### src/rtl/halt_controller_pkg.sv
// halt_controller_pkg: shared state codes for the halt arbiter
package halt_controller_pkg;
  typedef enum logic [1:0] {
    HC_RUN    = 2'd0,
    HC_DRAIN  = 2'd1,
    HC_HALTED = 2'd2
  } hc_state_e;
endpackage

### src/rtl/halt_cause_encoder.sv
// halt_cause_encoder: multi-hot cause vector to lowest set index
module halt_cause_encoder #(
  parameter int NUM_SRC = 4,
  parameter int ID_W    = 2
) (
  input  logic [NUM_SRC-1:0] vec,
  output logic [ID_W-1:0]    id
);
  always_comb begin
    id = '0;
    for (int i = NUM_SRC - 1; i >= 0; i--) id = vec[i] ? ID_W'(i) : id;
  end
endmodule

### src/rtl/halt_controller.sv
// halt_controller: arbitrates immediate/deferred halt sources, records cause and counts halts
module halt_controller
  import halt_controller_pkg::*;
#(
  parameter int                 NUM_SRC    = 4,
  parameter logic [NUM_SRC-1:0] DEFER_MASK = NUM_SRC'(2),
  parameter logic [NUM_SRC-1:0] GATE_MASK  = NUM_SRC'(1),
  parameter int                 CNT_W      = 8,
  parameter int                 ID_W       = $clog2(NUM_SRC)
) (
  input  logic               clk,
  input  logic               rst_n,
  input  logic               decode,
  input  logic               instr_end,
  input  logic [NUM_SRC-1:0] halt_req,
  input  logic               resume_req,
  output logic               halted,
  output logic               started,
  output logic               pending,
  output logic [NUM_SRC-1:0] cause_vec,
  output logic [ID_W-1:0]    cause_id,
  output logic [CNT_W-1:0]   halt_count
);
  hc_state_e          state, state_nx;
  logic [NUM_SRC-1:0] pend, elig, imm, dnew;
  logic               any_imm, any_d, enter;
  assign elig    = halt_req & (~GATE_MASK | {NUM_SRC{started}});
  assign imm     = elig & ~DEFER_MASK;
  assign dnew    = elig & DEFER_MASK;
  assign any_imm = |imm;
  assign any_d   = |dnew;
  // Unused encoding 2'd3 falls back to RUN
  always_comb
    state_nx = state == HC_HALTED ? (resume_req && !any_imm ? HC_RUN : HC_HALTED)
             : state == HC_DRAIN  ? (any_imm || instr_end ? HC_HALTED : HC_DRAIN)
             : state == HC_RUN    ? (any_imm || (any_d && instr_end) ? HC_HALTED
                                     : any_d ? HC_DRAIN : HC_RUN)
             : HC_RUN;
  assign enter   = state != HC_HALTED && state_nx == HC_HALTED;
  assign halted  = state == HC_HALTED || any_imm;
  assign pending = state == HC_DRAIN;
  always_ff @(posedge clk) begin
    if (!rst_n) begin
      state      <= HC_RUN;
      started    <= 1'b0;
      pend       <= '0;
      cause_vec  <= '0;
      halt_count <= '0;
    end else begin
      state <= state_nx;
      if (decode) started <= 1'b1;
      pend <= (state == HC_HALTED || enter) ? '0 : pend | dnew;
      if (enter) begin
        cause_vec  <= imm | pend | dnew;
        halt_count <= &halt_count ? halt_count : halt_count + 1'b1;
      end
    end
  end
  halt_cause_encoder #(.NUM_SRC(NUM_SRC), .ID_W(ID_W)) u_enc (
    .vec(cause_vec),
    .id (cause_id)
  );
endmodule

### config.mk
export PLATFORM = sky130hd
export DESIGN_NAME = halt_controller
export DESIGN_NICKNAME = d
export VERILOG_FILES = /design/src/rtl/halt_controller_pkg.sv /design/src/rtl/halt_cause_encoder.sv /design/src/rtl/halt_controller.sv
export SDC_FILE = /design/constraint.sdc
export NUM_CORES = 1
export LEC_CHECK = 0
export CAP_MARGIN = 40
export CORE_UTILIZATION = 39
export CTS_CLUSTER_SIZE = 8
export DETAILED_ROUTE_END_ITERATION = 10
export PLACE_DENSITY = 0.81
export SETUP_SLACK_MARGIN = 0.15
export SYNTH_ARGS = -nofsm -noshare
export SYNTH_HDL_FRONTEND = slang
export SYNTH_SLANG_ARGS = --single-unit
### constraint.sdc
create_clock -name clk -period 1.52 [get_ports clk]
set_input_delay 0.152 -clock clk [delete_from_list [all_inputs] [get_ports clk]]
set_output_delay 0.152 -clock clk [all_outputs]
set_load 0.02 [all_outputs]
==> results.cfg, run 1 <==
[yosys]
synth.top_cells.by_area = dfxtp_1, mux2i_1, nand2_1, nand3_1, a21boi_1
ys_seq_area_frac = 0.424
synth_cell_type_count = 31
syn_inst = 85
synth_nets = 95
ys_seq_elements = 16
yosys_most_used_dff = dfxtp_1
yosys.area.top_type = dfxtp_1
yosysWarnings = 0
synth_top_area_share = 0.424
syn_avg_cell_area_um2 = 8.89
synth_edf_count = 0
async_reset_ff_frac = 0
syn-cell-area_um2 = 756

[floorplan]
start_util = 0.428
dieArea_um2 = 2120
core_um2 = 1760
pin_count = 26
rows = 15
die-height_um = 46.0
chipWidth_um = 46.0

[routing]
drcViolationCount = 0
routed_wl_um = 2340
ant_nets = 0
wl_per_cell_um = 15.2
dr.pass1.iters = 4
viasPerCell = 5.45
drt_iter0_markers = 8
vias = 840

[grt]
antenna_found_initial = 0
gr-total-overflow = 0
grt_max_degree = 21
grt.total_usage = 0.220
grt_pass1_wl_um = 3290
grt_pass1_vias = 725

[sta]
fin_crit_ps = 1500
fin_worst_skew_ps = 8.68
timing.final.crit_share = 0.985
timing.final.ws_setup_ps = 23.0
rsz0062_at_grt = true
maxSlewHeadroom = 0.810
slew_viol_final = 0
tns_ps = 0
setup_violations = 0
holdWs_ps = 337
finalHoldViolCount = 0
worstMarginPinSlew_ps = 285
max_freq_ghz = 0.668

[final_layout]
multi_input_comb_area_um2 = 534
antenna-diode-count = 0
area_delta_synth_final_pct = 72.5
layout_common_cells = dlygate4sd2_1, buf_4, dfxtp_1
mostFrequentLayoutCell = dlygate4sd2_1
seq_area_um2 = 338
finalCoreUtilization = 0.739
nNetsFinal = 140
drive_gt1_frac = 0.341
fillers = 138

[critical_path]
end_kind = flop
required_ps = 1750
worstPathArrival_ps = 1730
r2r-end = halt_count[3]
r2r_cells = 5
r2r_start = started
crit_type = flop to flop
crit_fanout = 6
startpoint_type = flop
reg2reg_slack_ps = 20

[worst_hold_path]
hold_path_class = primary input to flop
min_path_cells = 3
whs_endpoint = cause_vec[0]
min_from = halt_req[0]

[placed_design]
post-dp-hpwl_um = 1320
dp_worst_setup_slack_ps = -293
io_buffers = 25
place.gp.congestion = 0.844

[flow_run]
cap_violations = 0

[pwr]
p_clk_frac = 0.238
switchingPower_mw = 0.293
ir_drop_mv = 0.595
p_sw_frac = 0.301
leakage_nw = 0.528
comb_power_share = 0.273
p_seq_frac = 0.489
internal_power_mw = 0.680
p_per_area_nw_per_um2 = 746

[clock_tree]
clk_latency_ps = 290
cts_buffers = 3
clkTransAtPathRegs_ps = 90
cts_buffer_depth = 2
postCtsHoldBufs = 0
h-tree-depth = 1
cts_tree = done
root_buffer = clkbuf_4
clkSinkCount = 16

[status]
status = finished clean
## synthesized netlist by cell type (2+ instances only)
cell type and count:
a21boi_0 2, a21boi_1 3, a21oi_1 2, clkbuf_1 3
dfxtp_1 16, mux2i_1 4, nand2_1 8, nand2b_1 3
nand3_1 5, nor2_1 6, nor2b_1 3, nor3_1 2
nor3b_1 2, nor4_1 2, o211ai_1 2, o21a_1 2
o21ai_0 2, o31ai_1 3, or4_1 3
## timing repair
item,in CTS,in global routing
setup buffers,3,4
gates resized for setup,26,30
setup endpoints to repair,27,16
cloned,1,1
pin swaps,6,12
## cell type report
class	count	share of cell area
Multi-Input combinational cell	66	0.410
Inverter	1	0.00288
Clock buffer	4	0.0202
Timing Repair Buffer	42	0.284
Sequential cell	16	0.259
Tap cell	25	0.0240
## sequential cells by signal (all words and copies together) (netlist names)
| signal | cells |
|---|---|
| cause_vec | 4 |
| halt_count | 8 |
| pend | 1 |
| started | 1 |
| state | 2 |
## worst max-delay path: stages (launching register included)
cell and delay (ps):
dfxtp_4 380, a211oi_4 60, buf_4 150, a21o_4 230, or4_4 480, a21boi_1 150
## metal layers
metal	global-route usage	vias to the layer above	wire [um]
met3	0.0278	4	58
met1	0.281	413	1020
met4	0.118	0	35
met5	0	-	0
met2	0.355	17	1230
li1	-	406	-
## power by group through the flow
stage	combinational (mW)	clock [mW]	sequential [mW]
floorplan	0.0939	0	0.497
global placement	0.222	0	0.478
detailed placement	0.227	0	0.480
CTS	0.227	0.241	0.471
global route	0.282	0.257	0.479
finish	0.266	0.232	0.475
## cells by family (layout without fill, tap and decap cells)
kind of cell               Yosys count  count (layout)  share of synthesized area
AOI/OAI and AO/OA                   22              23                      0.217
adders and majority gates            1               1                     0.0166
buffers and inverters                5              47                     0.0298
DFF                                 16              16                      0.424
muxes                                4               4                     0.0530
and+or+nand+nor                     37              38                      0.260
## per-stage QoR
stage | cell area (um^2) | cells | total power [mW]
after floorplan | 783 | 85 | 0.591
after global placement | 1120 | 141 | 0.700
after detailed placement | 1120 | 141 | 0.707
after global routing | 1300 | 154 | 1.02
final | 1300 | 154 | 0.973
after CTS | 1170 | 149 | 0.939
## how the worst max path moves through the flow
stage,slack [ps],endpoint,startpoint
2_1_floorplan,140,halt_count[5],started
3_3_place_gp,-250,halt_count[6],halt_req[0]
3_5_place_dp,-290,halt_count[6],instr_end
4_1_cts,20,halted,started
5_1_grt,-40,halt_count[6],started
6_report,20,halt_count[3],started
(Power assumes the default switching activity.)
==> inputs of run 2 (changes only) <==
CORE_UTILIZATION = 46   (was 39)
PLACE_DENSITY = 0.89   (was 0.81)
REMOVE_ABC_BUFFERS = 1   (was not set)
clock period = 1.8 ns   (was 1.52 ns; I/O delays follow)
==> results.cfg, run 2 (synthesis gave the netlist of run 1 again) <==
[clock_tree]
cts_buffer_depth = 2
clk_latency_ps = 300
cts_buffers = 3
clkSinkCount = 16
cts_tree = done
postCtsHoldBufs = 0
root_buffer = clkbuf_4
h-tree-depth = 1
clkTransAtPathRegs_ps = 100

[critical_path]
crit_type = flop to output pin
slowest_delay_ps = 650
path_delay_family = buffers and inverters
r2r_start = halt_count[0]
path_cells = clkdlybuf4s50_1
crit_fanout = 7
r2r-end = halt_count[4]
startpoint_type = flop
required_ps = 1620
critPathLaunch = halt_count[2]
worst_path_max_delay_cell = clkdlybuf4s50_1
end_kind = output pin
reg2reg_slack_ps = 230
worstPathArrival_ps = 1420
r2r_cells = 6
cp.buffers_inverters = 1

[grt]
grt_max_degree = 21
grt.total_usage = 0.230
antenna_found_initial = 0
gr-total-overflow = 0
grt_pass1_wl_um = 3110
grt_pass1_vias = 720

[placed_design]
io_buffers = 25
dp_cells = 129
place.gp.congestion = 0.832
post-dp-hpwl_um = 1400

[floorplan]
die-height_um = 42.5
core_um2 = 1520
pin_count = 26
dieArea_um2 = 1810
rows = 14
chipWidth_um = 42.5
start_util = 0.496

[sta]
worstMarginPinSlew_ps = 664
finalHoldViolCount = 0
setup_violations = 0
tns_ps = 0
fin_crit_ps = 1600
maxSlewHeadroom = 0.556
slew_viol_final = 0
timing.final.crit_share = 0.887
rsz0062_at_grt = false
max_freq_ghz = 0.626
fin_worst_skew_ps = 1.37

[final_layout]
mostFrequentLayoutCell = clkdlybuf4s50_1
finalCoreUtilization = 0.722
layout_common_cells = clkdlybuf4s50_1, dfxtp_1, nand2_1
largest_reg_flops = 8
reg.largest.list = halt_count (8), cause_vec (4), state (2)
multi_input_comb_area_um2 = 415
seq_area_um2 = 320
fillers = 117
area_delta_synth_final_pct = 45.5
nNetsFinal = 128
drive_gt1_frac = 0.120
largest_register = halt_count
final-instance-count-excl-fill = 133
antenna-diode-count = 0

[routing]
drt_iter0_markers = 38
drcViolationCount = 0
vias = 784
viasPerCell = 5.89
dr.pass1.iters = 4
ant_nets = 0
wl_per_cell_um = 15.5
routed_wl_um = 2060

[flow_run]
cap_violations = 0

[pwr]
leakage_nw = 0.438
ir_drop_mv = 0.454
p_per_area_nw_per_um2 = 757

[worst_hold_path]
min_path_cells = 2
hold_path_class = primary input to flop
whs_endpoint = started
min_from = decode

[status]
status = finished clean
-- run 2: area by class of cell --
class | instances | share of cell area
tap | 16 | 0.0182
sequential | 16 | 0.291
multi-input combinational | 64 | 0.378
inverter | 1 | 0.00341
timing repair buffer | 32 | 0.276
clock buffer | 4 | 0.0330
-- run 2: where the power goes --
group | internal [mW] | switching (mW) | total [mW]
registers | 0.373 | 0.0215 | 0.394
logic | 0.0899 | 0.0947 | 0.185
clock network | 0.124 | 0.130 | 0.254
-- run 2: what timing repair did --
item	in CTS	in global routing
endpoints found under the setup margin	3	3
hold endpoints to repair	0	0
resized for setup	3	3
buffers inserted	0	0
-- run 2: routing by layer --
layer	part of all wire	vias to the layer above	global-route usage	routed length (um)
met3	0.050	4	0.0388	103
li1	-	378	-	-
met2	0.51	27	0.397	1060
met1	0.42	375	0.272	866
met4	0.018	0	0.113	37
met5	0	-	0	0
-- run 2: worst max-delay path by stage --
stage | endpoint | slack (ps) | cells past startpoint
global placement | halt_count[7] | 50 | 6
global route | halt_count[3] | 150 | 6
finish | halt_count[2] | 200 | 1
detailed placement | halt_count[3] | -20 | 7
floorplan | halt_count[6] | 180 | 4
CTS | halt_count[3] | 180 | 1
-- run 2: per-stage QoR --
stage | total power, mW | instance area [um^2] | hold slack [ps] | worst slack (ps)
final | 0.833 | 1100 | 459 | 203
after global routing | 0.855 | 1100 | 476 | 154
after CTS | 0.829 | 1090 | 458 | 179
after detailed placement | 0.588 | 1060 | 496 | -20.2
after global placement | 0.580 | 1060 | 482 | 54.7
after floorplan | 0.485 | 737 | 290 | 185
==> inputs of run 3 (changes only) <==
clock period = 1.9 ns   (was 1.8 ns; I/O delays follow)
==> results.cfg, run 3 (synthesis gave the netlist of run 1 again) <==
[status]
status = finished clean

[pwr]
leakage_nw = 0.395
ir_drop_mv = 0.643
p_per_area_nw_per_um2 = 707

[routing]
dr.pass1.iters = 4
viasPerCell = 5.80
drt_iter0_markers = 22
wl_per_cell_um = 13.4
routed_wl_um = 1730
vias = 748
ant_nets = 0
drcViolationCount = 0

[floorplan]
chipWidth_um = 42.5
pin_count = 26
die-height_um = 42.5
start_util = 0.496
dieArea_um2 = 1810
core_um2 = 1520
rows = 14

[final_layout]
finalCoreUtilization = 0.704
finalInstanceArea_um2 = 1070
nNetsFinal = 124
largest_register = halt_count
largest_reg_flops = 8
multi_input_comb_area_um2 = 415
antenna-diode-count = 0
drive_gt1_frac = 0.0885
reg.largest.list = halt_count (8), cause_vec (4), state (2)
area_delta_synth_final_pct = 42.1
fillers = 125
layout_common_cells = clkdlybuf4s50_1, dfxtp_1, nand2_1
mostFrequentLayoutCell = clkdlybuf4s50_1
seq_area_um2 = 320

[sta]
finalHoldViolCount = 0
setup_violations = 0
max_freq_ghz = 0.591
fin_worst_skew_ps = 1.92
worstMarginPinSlew_ps = 619
tns_ps = 0
maxSlewHeadroom = 0.586
timing.final.ws_setup_ps = 209
rsz0062_at_grt = false
slew_viol_final = 0
fin_crit_ps = 1690
timing.final.crit_share = 0.890

[grt]
grt.total_usage = 0.216
grt_max_degree = 21
grt_pass1_vias = 673
gr-total-overflow = 0
grt_pass1_wl_um = 2930
antenna_found_initial = 0

[critical_path]
worstPathArrival_ps = 1500
crit_fanout = 4
critPathLaunch = cause_vec[3]
cp_num_cells = 3
endpoint = cause_id[0]
startpoint_type = flop
path_cells = a21oi_1 -> nor2_1 -> clkdlybuf4s50_1
worst_path_max_delay_cell = clkdlybuf4s50_1
cp.buffers_inverters = 1
r2r-end = halt_count[0]
end_kind = output pin
r2r_start = started
required_ps = 1710
reg2reg_slack_ps = 370
path_delay_family = buffers and inverters
slowest_delay_ps = 630
r2r_cells = 5
crit_type = flop to output pin

[clock_tree]
cts_buffer_depth = 2
h-tree-depth = 1
clk_latency_ps = 290
cts_tree = done
root_buffer = clkbuf_4
clkTransAtPathRegs_ps = 80
cts_buffers = 3
clkSinkCount = 16
post_cts_buffers = 0

[flow_run]
cap_violations = 0

[placed_design]
dp_worst_setup_slack_ps = 67.7
place.gp.congestion = 0.784
placed_area_um2 = 1030
post-dp-hpwl_um = 1280
io_buffers = 25

[worst_hold_path]
hold_path_class = primary input to flop
run 3: cell count changes in the layout (fill, tap and decap cells not counted):
cell	previous run	this run
clkdlybuf4s50_1	20	23
dlygate4sd2_1	3	0
nor2_2	0	1
buf_4	7	3
ha_2	1	0
nor2_1	6	5
ha_1	0	1
run 3: how the worst min path moves through the flow:
stage                  startpoint            end  slack, ps  depth (start not counted)
finish                     decode        started        500                          2
CTS                        decode        started        490                          2
detailed placement  halt_count[6]  halt_count[6]        500                          2
floorplan                  decode        started        300                          1
global placement    halt_count[6]  halt_count[6]        480                          2
global route               decode        started        500                          2
run 3: area by class of cell:
class | instances | area share
clock buffers | 4 | 0.0338
inverters | 1 | 0.00350
multi-input cells | 64 | 0.387
flip-flops and latches | 16 | 0.298
well taps | 16 | 0.0186
repair buffers | 28 | 0.259
run 3: layer usage:
| layer | wire length, um | GRT usage | vias up |
|---|---|---|---|
| met2 | 895 | 0.345 | 22 |
| met3 | 60 | 0.0690 | 3 |
| li1 | - | - | 377 |
| met4 | 10 | 0.0750 | 0 |
| met5 | 0 | 0 | - |
| met1 | 761 | 0.273 | 346 |
run 3: stage by stage:
step | hold slack, ps | instances | power (mW)
after floorplan | 300 | 81 | 0.460
after global placement | 475 | 125 | 0.543
after detailed placement | 503 | 125 | 0.548
after CTS | 489 | 129 | 0.767
after global routing | 501 | 129 | 0.795
final | 495 | 129 | 0.759
run 3: power breakdown:
part	internal, mW	switching (mW)
sequential	0.353	0.0196
clock	0.117	0.102
combinational	0.0828	0.0849
total	0.553	0.206
run 3: what timing repair did:
item                                    4_1_cts  5_1_grt
hold buffers                                  0        0
endpoints found under the setup margin        0        9
hold endpoints to repair                      0        0
gates resized for setup                       0        3
